**src/rtl/jt12_sh_wr.sv**
```systemverilog
// Recirculating per-slot register ring for the time-multiplexed FM pipeline.
// Host writes/reads wait for their slot to reach the head before committing or capturing.
module jt12_sh_wr #(
  parameter int   width  = 5,
  parameter int   stages = 24,
  parameter logic rstval = 1'b0
) (
  input  logic             clk,
  input  logic             rst,
  input  logic             clk_en,
  output logic [4:0]       cur_slot,
  output logic             zero,
  output logic [width-1:0] dout,
  input  logic             wr_req,
  input  logic [4:0]       wr_slot,
  input  logic [width-1:0] wr_data,
  output logic             busy,
  output logic             wr_ack,
  output logic             wr_err,
  input  logic             rd_req,
  input  logic [4:0]       rd_slot,
  output logic [width-1:0] rd_data,
  output logic             rd_valid
);

  localparam logic [4:0] LAST  = 5'(stages - 1);
  localparam logic [5:0] NSLOT = 6'(stages);

  logic [width-1:0] ring [stages];
  logic [4:0]       pend_slot;
  logic [width-1:0] pend_data;
  logic             rd_busy;
  logic [4:0]       rd_pend;
  logic             commit;
  logic             capture;

  assign commit  = clk_en && busy && (cur_slot == pend_slot);
  assign capture = clk_en && rd_busy && (cur_slot == rd_pend);
  assign dout    = ring[0];

  always_ff @(posedge clk or posedge rst) begin
    if (rst) begin
      for (int i = 0; i < stages; i++) ring[i] <= {width{rstval}};
      cur_slot  <= '0;
      zero      <= 1'b1;
      busy      <= 1'b0;
      wr_ack    <= 1'b0;
      wr_err    <= 1'b0;
      pend_slot <= '0;
      pend_data <= '0;
      rd_busy   <= 1'b0;
      rd_pend   <= '0;
      rd_data   <= {width{rstval}};
      rd_valid  <= 1'b0;
    end else begin
      wr_ack   <= commit;
      wr_err   <= 1'b0;
      rd_valid <= 1'b0;

      if (clk_en) begin
        for (int i = 0; i < stages - 1; i++) ring[i] <= ring[i+1];
        ring[stages-1] <= commit ? pend_data : ring[0];
        cur_slot       <= (cur_slot == LAST) ? 5'd0 : cur_slot + 5'd1;
        zero           <= (cur_slot == LAST);
      end

      // Holding off while ack/err is still visible stops a requester that has
      // not yet dropped wr_req from being accepted a second time.
      if (commit) begin
        busy <= 1'b0;
      end else if (wr_req && !busy && !wr_ack && !wr_err) begin
        if ({1'b0, wr_slot} < NSLOT) begin
          pend_slot <= wr_slot;
          pend_data <= wr_data;
          busy      <= 1'b1;
        end else begin
          wr_err <= 1'b1;
        end
      end

      // Capture takes the head before any same-edge commit, so it sees the old value.
      if (capture) begin
        rd_data  <= ring[0];
        rd_valid <= 1'b1;
        rd_busy  <= 1'b0;
      end else if (rd_req && !rd_busy && !rd_valid && ({1'b0, rd_slot} < NSLOT)) begin
        rd_pend <= rd_slot;
        rd_busy <= 1'b1;
      end
    end
  end

endmodule

```
**config.mk**
```make
export PLATFORM = sky130hd
export DESIGN_NAME = jt12_sh_wr
export DESIGN_NICKNAME = d
export VERILOG_FILES = /design/src/rtl/jt12_sh_wr.sv
export SDC_FILE = /design/constraint.sdc
export NUM_CORES = 1
export LEC_CHECK = 0
export BUFFER_PORTS_ARGS = -buffer_cell sky130_fd_sc_hd__clkbuf_2
export CAP_MARGIN = 20
export CORE_UTILIZATION = 36
export CTS_BUF_LIST = sky130_fd_sc_hd__clkbuf_16
export DETAILED_ROUTE_END_ITERATION = 8
export PLACE_DENSITY_LB_ADDON = 0.05
export SYNTH_ARGS = -nofsm -noshare
export SYNTH_HDL_FRONTEND = slang
export SYNTH_SLANG_ARGS = --single-unit
```
**constraint.sdc**
```tcl
create_clock -name clk -period 7.6 [get_ports clk]
set_input_delay 1.9 -clock clk [delete_from_list [all_inputs] [get_ports clk]]
set_output_delay 1.9 -clock clk [all_outputs]
set_load 0.03 [all_outputs]
```
==> summary.md <==
| Metric | Value |
|---|---|
| Most frequent cells after synthesis | `dfrtp_1 (150), mux2_2 (136), buf_2 (13)` |
| Hold WC Path Type | `flip-flop to flip-flop` |
| Synth area leader | `dfrtp_1` |
| # port buffers | `39` |
| Hold Path Depth | `1` |
| Die H | `129.8 µm` |
| Final wirelength | `9.026 mm` |
| CTS resizes | `0` |
| Pwr Total | `2502 µW` |
| WS Path Type | `primary input to flip-flop` |
| WP data required | `7.90 ns` |
| PwrDens | `364.9 nW/µm²` |
| Setup violators final | `0` |
| WL per Instance | `14.02 µm` |
| Post-synth EDFFs | `0` |
| Status | `completed` |
| Vias | `3036` |
| Syn. warnings | `0` |
| Fmax | `0.2837 GHz` |
| Initial core utilization | `0.3701` |
| Hold-critical path endpoint | `ring[62]` |
| Area Overhead vs Synth | `16.60%` |
| Syn_area_per_cell | `15.64 µm²` |
| Synthesized instance count | `376` |
| Vias in the first global route | `3230` |
| Worst vdd ir | `0.1718 mV` |
| Vias per cell | `4.714` |
| Most frequent cell after synthesis | `dfrtp_1` |
| H-tree levels | `4` |
| First DRT Iteration DRCs | `191` |
| DPL Wire Length | `5.457 mm` |
| Worst hold margin | `0.4986 ns` |
| Core ar. | `15890 µm²` |
| Crit end category | `flip-flop` |
| TritonCTS Sinks | `151` |
| First-pass GRT wire length | `15.84 mm` |
| Post-CTS Setup Repair Bufs | `0` |
| Num ports | `40` |
| Top FF cell, synth | `dfrtp_1` |
| Remaining DRCs | `0` |
| Reg2Reg Capture Point | `ring[2]` |
| Routed Antenna Nets | `0` |
| Startpoint class of the critical path | `primary input` |
| Final core occ | `0.4316` |
| Ranking of synthesized cells by area | `dfrtp_1 (64%), mux2_2 (26%), xor2_1 (1.5%)` |
| CTS tree | `built` |
| #FFs+latches synth | `151` |
| Largest net degree at the start of global routing | `80` |
| Worst-margin pin slew | `0.9782 ns` |
| N_diodes | `0` |
| GRT Overall Usage | `0.1245` |
| Unique cell type count in the Yosys netlist | `31` |
| Placer congestion estimate | `0.6797` |
| Post-layout net count | `436` |
| Flop2flop setup slack | `5.87 ns` |
| Max-slew headroom | `0.3479` |
| Async SR Flop Fraction | `1.000` |
| Final max-slew violation count | `0` |
| Reg2Reg Depth | `4` |
| Initial antenna violation count | `0` |
| Syn nets | `397` |
| Mapped Area | `5879 µm²` |
| Reg2reg start | `cur_slot[4]` |
| P_leak | `0.003415 µW` |
| First-pass DRT Iterations | `4` |
| Clock root buffer | `clkbuf_16` |
| Clock Latency Late Sink | `0.42 ns` |
| # hold bufs at CTS | `0` |
| CP max FO | `75` |
| Die ar. | `16850 µm²` |
| Reg clk slew, reported paths | `0.06 ns` |
| Max_cap viols | `0` |
| Final Cycle Share | `0.4638` |
| Register area share after synthesis | `0.6429` |
| RSZ-0062 raised after global routing | `no` |
| Total global routing overflow | `0` |
| Layout cells sized above 1 | `0.5000` |
| Width of the die | `129.8 µm` |
| Fin crit period | `3.525 ns` |
| Synth top area share | `0.6384` |
| CP arrival | `3.82 ns` |
| Setup TNS | `0 ns` |
| Worst Skew | `0.005715 ns` |
| # rows | `46` |
| HP Start | `ring[57]` |
| CTS buffer count | `17` |
| Clk buf depth | `2` |
| Final Hold Vio Count | `0` |
state kept, by name, summed over array words and instances, names as in the netlist, 5 cells and up:
register   count
rd_pend        5
pend_slot      5
cur_slot       5
rd_data        5
pend_data      5
dout           5
ring         115
per-stage QoR:
stage                     area, µm²  std cells  setup slack (ns)
after CTS                      6855        644             4.080
final                          6855        644             4.075
after detailed placement       6246        612             3.636
after global routing           6855        644             3.934
after floorplan                5879        376             1.637
after global placement         6246        612             3.674
logic make-up after synthesis:
logic type / after synthesis / share of synthesized area
mux: 136 / 0.2605
simple gates: 35 / 0.03512
fa+ha+maj: 1 / 0.002128
compound gates: 13 / 0.01724
buf+inv: 29 / 0.02575
xor+xnor: 11 / 0.01639
flops: 151 / 0.6429
worst max-delay path by stage:
stage	depth (start not counted)	slack, ns	start	end
after global placement	3	3.67	clk_en	ring[59]
after detailed placement	3	3.64	clk_en	ring[105]
after floorplan	1	1.64	rst	busy
final	3	4.07	clk_en	ring[35]
after global routing	3	3.93	clk_en	ring[71]
after CTS	3	4.08	clk_en	ring[35]
cells in the final DEF (no fill, tap or decap), drive strengths merged, types with 4 or more instances in the layout:
cell,count
nand2,10
o221ai,5
mux2,136
bufinv,4
nand4,7
inv,9
clkinv,8
nor2,7
dfrtp,150
xor2,10
clkbuf,55
cell type report:
class | instances | area [µm²]
clock buffers | 17 | 425.4
clock inverters | 15 | 183.9
fillers | 1503 | 9030
inverters | 8 | 35.03
multi-input cells | 196 | 1948
flip-flops and latches | 151 | 3780
well taps | 216 | 270.3
repair buffers | 41 | 212.7
critical path: stages:
cell	delay [ns]
buf_4	0.66
buf_4	0.75
mux2_2	0.41
routing by layer:
metal,routed length (µm),GRT usage,share of wire,up-vias
li1,-,-,-,1408
met1,4153,0.1522,0.46,1582
met2,4452,0.1985,0.49,35
met3,275,0.04428,0.030,11
met4,144,0.05540,0.016,0
met5,0,0,0,-
where the power goes:
group	switching (µW)	internal, µW	leakage, µW
sequential	141	1020	0.00204
combinational	235	239	0.00108
clock	320	544	0.000295
Power figures use the tool's default switching activity.
